`src/rtl/filter_decimator.sv`:
```
`default_nettype none
// ============================================================================
// Module   : filter_decimator
// Purpose  : Boxcar average and decimate-by-DECIM of a sample stream, with a
//            valid/ready output register. `FILTER_DECIM_ROUND_EN selects
//            round-half-up with saturation; the default truncates.
// Revision : 1.0  initial release
// ============================================================================
module filter_decimator #(
   parameter int DW       = 16,
   parameter int LOG2_DEC = 2,
   parameter int BCW      = (LOG2_DEC > 0) ? LOG2_DEC : 1
) (
   input  logic           clk,
   input  logic           reset_n,
   input  logic           in_valid,
   input  logic [DW-1:0]  in_data,
   input  logic           flush,
   output logic           out_valid,
   input  logic           out_ready,
   output logic [DW-1:0]  out_data,
   output logic           overrun,
   output logic [BCW-1:0] blk_cnt
);

   localparam int             DECIM  = 1 << LOG2_DEC;
   localparam int             AW     = DW + LOG2_DEC + 1;
   localparam logic [BCW-1:0] C_LAST = BCW'(DECIM - 1);

   typedef enum logic [0:0] {
      S_EMPTY = 1'b0,
      S_FULL  = 1'b1
   } state_t;

   state_t         state_q, state_d;
   logic [AW-1:0]  acc_q, acc_d;
   logic [BCW-1:0] cnt_q, cnt_d;
   logic [DW-1:0]  data_q, data_d;
   logic           ovr_q, ovr_d;

   logic [AW-1:0]  w_base_acc;
   logic [AW-1:0]  w_sum;
   logic [BCW-1:0] w_base_cnt;
   logic           w_blk_end;
   logic [DW-1:0]  w_result;

   // A flush empties the window before the current sample is considered,
   // so a coincident sample becomes the first of the new window.
   always_comb begin
      w_base_acc = flush ? '0 : acc_q;
      w_base_cnt = flush ? '0 : cnt_q;
      w_sum      = w_base_acc + AW'(in_data);
      w_blk_end  = in_valid && (w_base_cnt == C_LAST);
      acc_d      = w_base_acc;
      cnt_d      = w_base_cnt;
      if (in_valid) begin
         if (w_blk_end) begin
            acc_d = '0;
            cnt_d = '0;
         end else begin
            acc_d = w_sum;
            cnt_d = w_base_cnt + 1'b1;
         end
      end
   end

`ifdef FILTER_DECIM_ROUND_EN
   localparam logic [AW-1:0] C_MAX = {{(LOG2_DEC + 1){1'b0}}, {DW{1'b1}}};
   logic [AW-1:0] w_rnd;

   always_comb begin
      w_rnd    = (w_sum + AW'(DECIM / 2)) >> LOG2_DEC;
      w_result = (w_rnd > C_MAX) ? '1 : DW'(w_rnd);
   end
`else
   always_comb begin
      w_result = DW'(w_sum >> LOG2_DEC);
   end
`endif

   // A result completing while FULL replaces the held one only if the held
   // one is being consumed on the same edge; otherwise it is lost.
   always_comb begin
      state_d = state_q;
      data_d  = data_q;
      ovr_d   = ovr_q;
      case (state_q)
         S_EMPTY: begin
            if (w_blk_end) begin
               state_d = S_FULL;
               data_d  = w_result;
            end
         end
         S_FULL: begin
            if (w_blk_end) begin
               if (out_ready) data_d = w_result;
               else           ovr_d  = 1'b1;
            end else if (out_ready) begin
               state_d = S_EMPTY;
            end
         end
         default: state_d = S_EMPTY;
      endcase
   end

   always_ff @(posedge clk or negedge reset_n) begin
      if (!reset_n) begin
         state_q <= S_EMPTY;
         acc_q   <= '0;
         cnt_q   <= '0;
         data_q  <= '0;
         ovr_q   <= 1'b0;
      end else begin
         state_q <= state_d;
         acc_q   <= acc_d;
         cnt_q   <= cnt_d;
         data_q  <= data_d;
         ovr_q   <= ovr_d;
      end
   end

   assign out_valid = (state_q == S_FULL);
   assign out_data  = data_q;
   assign overrun   = ovr_q;
   assign blk_cnt   = cnt_q;

endmodule
`default_nettype wire
```
`config.mk`:
```
export PLATFORM = sky130hd
export DESIGN_NAME = filter_decimator
export DESIGN_NICKNAME = d
export VERILOG_FILES = /design/src/rtl/filter_decimator.sv
export SDC_FILE = /design/constraint.sdc
export NUM_CORES = 1
export LEC_CHECK = 0
export CAP_MARGIN = 20
export CORE_MARGIN = 2
export CORE_UTILIZATION = 50
export DETAILED_ROUTE_END_ITERATION = 8
export PLACE_DENSITY = 0.76
export SLEW_MARGIN = 0
export SYNTH_ARGS = -nofsm -noshare
export SYNTH_HDL_FRONTEND = slang
export SYNTH_SLANG_ARGS = --single-unit
```
`constraint.sdc`:
```
create_clock -name clk -period 5.8 [get_ports clk]
set_input_delay 1.45 -clock clk [delete_from_list [all_inputs] [get_ports clk]]
set_output_delay 1.45 -clock clk [all_outputs]
set_load 0.005 [all_outputs]
```
==> key figures, run 1 <==
Yosys
  • Synthesis Warnings: 0
  • Yosys cell types: 51
  • Mux contribution to synthesized area: 0.0101
  • Most used DFF post-synth: dfrtp_1
  • Average size of a mapped cell: 9.61 um2
  • Synth Area in XOR/XNOR: 0.0355
  • Number of synthesized flops with an enable pin: 0
  • Compound-Gate Fraction of Synth Area: 0.253
  • Largest family of logic cells by synthesized area: compound AO/OA/AOI/OAI gates
  • Synth Area in Adders: 0.0943
  • Post-synthesis simple-gate area fraction: 0.186
  • Number of synthesized register bits: 38
  • Seq/Total Area, Yosys: 0.385
  • Syn_nets: 296
  • Synth Instances: 257
  • Synth async-reset ratio: 1.00
  • Synthesized area: 2470 um2

Placed design
  • Port bufs: 40
  • Final GP Congestion: 0.887
  • Post-DP HPWL: 4.04 mm

Setup path
  • Crit-path slowest cell: clkdlybuf4s50_1
  • Sequence of cells on the critical path: clkdlybuf4s50_1 -> buf_4 -> nor2b_1 -> fa_1 -> a211o_2 -> a211oi_2 -> nor2_1 -> a41o_1 -> xnor2_1 -> o21ai_0
  • Max incr delay on CP: 0.67 ns
  • CP Launch Type: primary input
  • Maximum fanout along the worst path: 13
  • R2r endpoint: out_data[12]
  • Critical path type: in2reg
  • FF-to-FF setup slack: 3.19 ns
  • R2r startpoint: acc_q[0]
  • CP bufs+invs: 2
  • CP startpoint: flush
  • Family with the most delay on the worst path: compound AO/OA/AOI/OAI gates
  • Critical Path AT: 4.30 ns
  • Crit end category: register
  • Worst Reg-to-Reg Cells: 9
  • CP required: 5.98 ns

Routing
  • Drt wl/cell: 15.3 um
  • First-pass DRT Iterations: 4
  • ANT nets after route: 0
  • Initial DRC Count: 91
  • WL final: 5.54 mm
  • Via count: 2020
  • Drc violations: 0
  • Avg Vias per Cell: 5.56

Timing
  • RSZ-0062 raised after global routing: no
  • Period minus WS final: 4.12 ns
  • Final Cycle Share: 0.710
  • F_max: 0.243 GHz
  • Max-Slew Margin vs Limit: 0.422
  • Final setup viols: 0
  • Setup TNS: 0 ns
  • Worst slew pin tran: 0.867 ns
  • Slew Viols, Final: 0
  • Count of final hold-check violations: 0
  • Clk_skew: 0.00764 ns

Finish
  • Fin util: 0.634
  • Synth-to-Final Area Change: 22.1%
  • Layout cells sized above 1: 0.0980
  • Ant diodes: 0
  • Final nets: 334

Clock tree
  • # hold bufs at CTS: 0
  • Clk_lat worst skew: 0.30 ns
  • Root Driver: clkbuf_8
  • Post-cts gate resize count: 0
  • Maximum buffer depth of the clock tree: 2
  • CTS tree: done
  • Sink Count: 38
  • Total CTS buffers: 5
  • Postcts setup bufs: 0
  • Htree depth: 2
  • Reg clk slew, reported paths: 0.08 ns

Floorplanning
  • Core area: 4750 um2
  • Die area: 5520 um2
  • Site Rows: 25
  • Chip height: 74.3 um
  • Die X: 74.3 um
  • Initial Util: 0.519
  • IO Count: 41

GRT
  • GRT overflow: 0
  • Number of global-route vias before repair: 2000
  • First-pass GRT wire length: 9.31 mm
  • Initial antenna violation count: 0
  • Largest net degree at the start of global routing: 39
  • All-layer global routing usage: 0.223

Flow run
  • Max Cap Violations: 0

Hold path
  • Hold Crit Start: out_data[2]
  • Worst hold path type: reg2reg
  • Hold Path Depth: 2
  • Hold path endpoint: out_data[2]

Power and ir drop
  • Static Leakage: 1.35 nW
  • P per Cell Area: 309 nW/um2
  • Peak VDD IR: 0.120 mV
  • Overall Power: 0.932 mW

Outcome
  • Status: finished, final reports clean
[worst min-delay path, delay by kind of cell (launching register included)]
kind,cells,cell delay (ns)
flops,1,0.34
compound gates,1,0.06
simple gates,1,0.04
[cells in the mapped netlist, drive strengths merged (4+ instances only)]
cell | n | area, um2
xnor2 | 4 | 35.0
xor2 | 6 | 52.6
clkbuf | 10 | 57.6
nor2 | 11 | 41.3
nand2 | 28 | 108
o21ai | 15 | 75.1
o21a | 9 | 67.6
o2111ai | 6 | 58.8
a21o | 7 | 55.1
a31o | 4 | 35.0
a21oi | 9 | 45.0
dfrtp | 38 | 951
inv | 7 | 26.3
o211ai | 5 | 37.5
nand2b | 6 | 37.5
and2 | 7 | 46.3
nor2b | 19 | 121
ha | 17 | 213
o2bb2ai | 9 | 78.8
nor3 | 6 | 30.0
[logic make-up after synthesis]
| family | Yosys count |
|---|---|
| adders and majority gates | 18 |
| buffers and inverters | 18 |
| muxes | 2 |
| and+or+nand+nor | 88 |
| DFF | 38 |
| xor gates and xnor gates | 10 |
| AOI/OAI and AO/OA | 83 |
[report_power, final]
group          internal, mW  leakage [nW]  switching, mW  total [mW]
clock                 0.128        0.0504          0.102       0.230
combinational         0.185         0.805          0.157       0.342
sequential            0.331         0.494         0.0289       0.360
total                 0.643          1.35          0.288       0.932
[cell type report]
type | count | area (um2)
fill | 425 | 1740
multi-input combinational | 201 | 1430
clock buffer | 5 | 68.8
clock inverter | 3 | 45.0
tap | 67 | 83.8
sequential | 38 | 951
inverter | 7 | 26.3
timing repair buffer | 42 | 410
[worst max-delay path by stage]
stage              endpoint  slack (ns)  cells after the start
3_3_place_gp   out_data[12]        1.45                     10
6_report       out_data[12]        1.68                     10
5_1_grt        out_data[10]        1.51                     10
4_1_cts        out_data[12]        1.72                     10
2_1_floorplan     acc_q[16]        2.10                     10
3_5_place_dp      acc_q[16]        1.41                     10
[sequential cells by signal, summed over array words and instances (netlist names)]
register	count
acc_q	18
blk_cnt	2
out_data	16
out_valid	1
overrun	1
[per-stage QoR]
stage / worst slack, ns / hold WS, ns / cell area [um2] / std cells
global route: 1.51 / 0.503 / 3010 / 363
global placement: 1.45 / 0.460 / 2900 / 355
finish: 1.68 / 0.479 / 3010 / 363
floorplan: 2.10 / 0.468 / 2470 / 257
CTS: 1.72 / 0.486 / 3010 / 363
detailed placement: 1.41 / 0.469 / 2900 / 355
[metal layers]
layer | up-vias | GRT usage | share of wire
met3 | 7 | 0.0447 | 0.036
li1 | 1016 | - | -
met1 | 962 | 0.294 | 0.49
met2 | 35 | 0.372 | 0.46
met4 | 0 | 0.0714 | 0.014
met5 | - | 0 | 0
[cells in the final DEF, fill, tap and decap left out, types with 7 or more instances in the layout]
| master | netlist | routed |
|---|---|---|
| clkdlybuf4s50_1 | 0 | 39 |
| dfrtp_1 | 38 | 38 |
| nand2_1 | 27 | 27 |
| nor2b_1 | 18 | 18 |
| ha_1 | 17 | 17 |
| o21ai_0 | 13 | 13 |
| nor2_1 | 11 | 11 |
| a21oi_1 | 9 | 9 |
| o21a_1 | 9 | 9 |
| o2bb2ai_1 | 9 | 9 |
| inv_1 | 7 | 7 |
No activity file was read; power rests on OpenSTA's default activity.
==> run 2, diff against run 1 <==
- clock period: 5.8 -> 3.9 ns (I/O delays scaled with it)
==> key figures, run 2 (synthesis results as in run 1) <==
Finish
  • Reg area: 951 um2
  • Layout cells sized above 1: 0.104
  • Number of fill cells in the layout: 434
  • Most frequent cells in the layout: clkdlybuf4s50_1 (39), dfrtp_1 (38), nand2_1 (27)
  • Ant diodes: 0
  • Multi-input logic area: 1430 um2
  • Final nets: 336
  • Most common cell after layout, fill and taps aside: clkdlybuf4s50_1
  • Final instance area: 3030 um2
  • Synth-to-Final Area Change: 22.6%
  • Biggest register: acc_q
  • Max FFs per register: 18

Placed design
  • Port bufs: 40
  • DP Area: 2920 um2
  • Final GP Congestion: 0.846
  • Post-DP HPWL: 4.07 mm

Floorplanning
  • Initial Util: 0.519
  • IO Count: 41
  • Site Rows: 25
  • Die X: 74.3 um
  • Core area: 4750 um2
  • Chip height: 74.3 um
  • Die area: 5520 um2

Power and ir drop
  • Power Internal: 0.947 mW
  • Net switching power: 0.419 mW
  • Sequential Power Share: 0.391
  • Peak VDD IR: 0.180 mV
  • Sw Ratio: 0.307
  • Static Leakage: 1.37 nW
  • Clk pwr share: 0.237
  • Comb power frac: 0.373
  • P per Cell Area: 452 nW/um2

Clock tree
  • CTS tree: done
  • # hold bufs at CTS: 0
  • Clk_lat worst skew: 0.30 ns
  • Htree depth: 2
  • Maximum buffer depth of the clock tree: 2
  • Reg clk slew, reported paths: 0.08 ns
  • Sink Count: 38
  • Root Driver: clkbuf_8
  • Post-cts gate resize count: 0
  • Total CTS buffers: 5
  • Postcts setup bufs: 0

Timing
  • Final Cycle Share: 0.886
  • Setup TNS: 0 ns
  • Slew Viols, Final: 0
  • Count of final hold-check violations: 0
  • Clk_skew: 0.00744 ns
  • Worst slew pin tran: 0.855 ns
  • F_max: 0.289 GHz
  • Max-Slew Margin vs Limit: 0.430
  • Period minus WS final: 3.45 ns
  • Final setup viols: 0
  • RSZ-0062 raised after global routing: no

Routing
  • Avg Vias per Cell: 5.59
  • First-pass DRT Iterations: 4
  • Drc violations: 0
  • WL met1: 2.69 mm
  • WL final: 5.53 mm
  • Via count: 2041
  • Highest metal used: met4
  • Routed met2 length: 2.51 mm
  • Met3 wire len: 212 um
  • Initial DRC Count: 89
  • ANT nets after route: 0
  • Drt wl/cell: 15.2 um

Setup path
  • Critical Path AT: 3.63 ns
  • Maximum fanout along the worst path: 20
  • CP required: 4.07 ns
  • Crit end category: register
  • Critical path type: in2reg
  • Worst Reg-to-Reg Cells: 9
  • CP Launch Type: primary input

Hold path
  • Hold Path Depth: 1
  • Worst hold path type: reg2reg

GRT
  • First-pass GRT wire length: 8.91 mm
  • Initial antenna violation count: 0
  • Largest net degree at the start of global routing: 39
  • Number of global-route vias before repair: 1891
  • GRT overflow: 0
  • All-layer global routing usage: 0.211

Outcome
  • Status: finished, final reports clean

Flow run
  • Max Cap Violations: 0
## run 2: cell count changes in the layout (fill, tap and decap cells not counted), sizes merged
cell / change
clkbuf: +3
bufinv: -1
clkinvlp: -2
buf: +2
## run 2: area by class of cell
type | count | area share
Multi-Input combinational cell | 201 | 0.472
Sequential cell | 38 | 0.314
Timing Repair Buffer | 44 | 0.141
Clock buffer | 8 | 0.0364
Tap cell | 67 | 0.0277
Inverter | 7 | 0.00868
## run 2: power by group through the flow
| stage | combinational [mW] | sequential, mW | clock [mW] |
|---|---|---|---|
| final | 0.509 | 0.534 | 0.323 |
| after global routing | 0.567 | 0.545 | 0.336 |
| after CTS | 0.512 | 0.534 | 0.329 |
| after detailed placement | 0.509 | 0.542 | 0 |
| after global placement | 0.500 | 0.540 | 0 |
| after floorplan | 0.291 | 0.542 | 0 |
## run 2: routing by layer
metal,track usage,up-vias
met5,0,-
met4,0.0893,0
met3,0.0325,11
met2,0.336,41
met1,0.287,973
li1,-,1016
## run 2: stage by stage
stage                     hold slack [ns]  setup slack [ns]  instances  utilization  power, mW
after global placement              0.460             0.241        357        0.613       1.04
after floorplan                     0.468             0.670        257            -      0.833
after detailed placement            0.467             0.169        357        0.613       1.05
final                               0.478             0.445        365        0.636       1.37
after CTS                           0.485             0.480        365        0.636       1.38
after global routing                0.503             0.246        365        0.636       1.45
## run 2: worst paths after layout
| path | endpoint | start | slack [ns] |
|---|---|---|---|
| max | out_data[15] | flush | 0.45 |
| min | overrun | overrun | 0.48 |
| max reg2reg | acc_q[16] | acc_q[0] | 1.27 |
| min reg2reg | overrun | overrun | 0.48 |
| max in group asynchronous | acc_q[6] | reset_n | 2.58 |
| min in group asynchronous | acc_q[1] | reset_n | 0.79 |
## run 2: critical path, cell delays in order
cell             delay [ns]
clkdlybuf4s50_1        0.53
buf_4                  0.28
nand2b_1               0.16
inv_1                  0.05
ha_1                   0.39
and3_4                 0.24
nand2_2                0.09
nor3_1                 0.22
a21boi_0               0.38
o21a_1                 0.21
o311ai_1               0.11
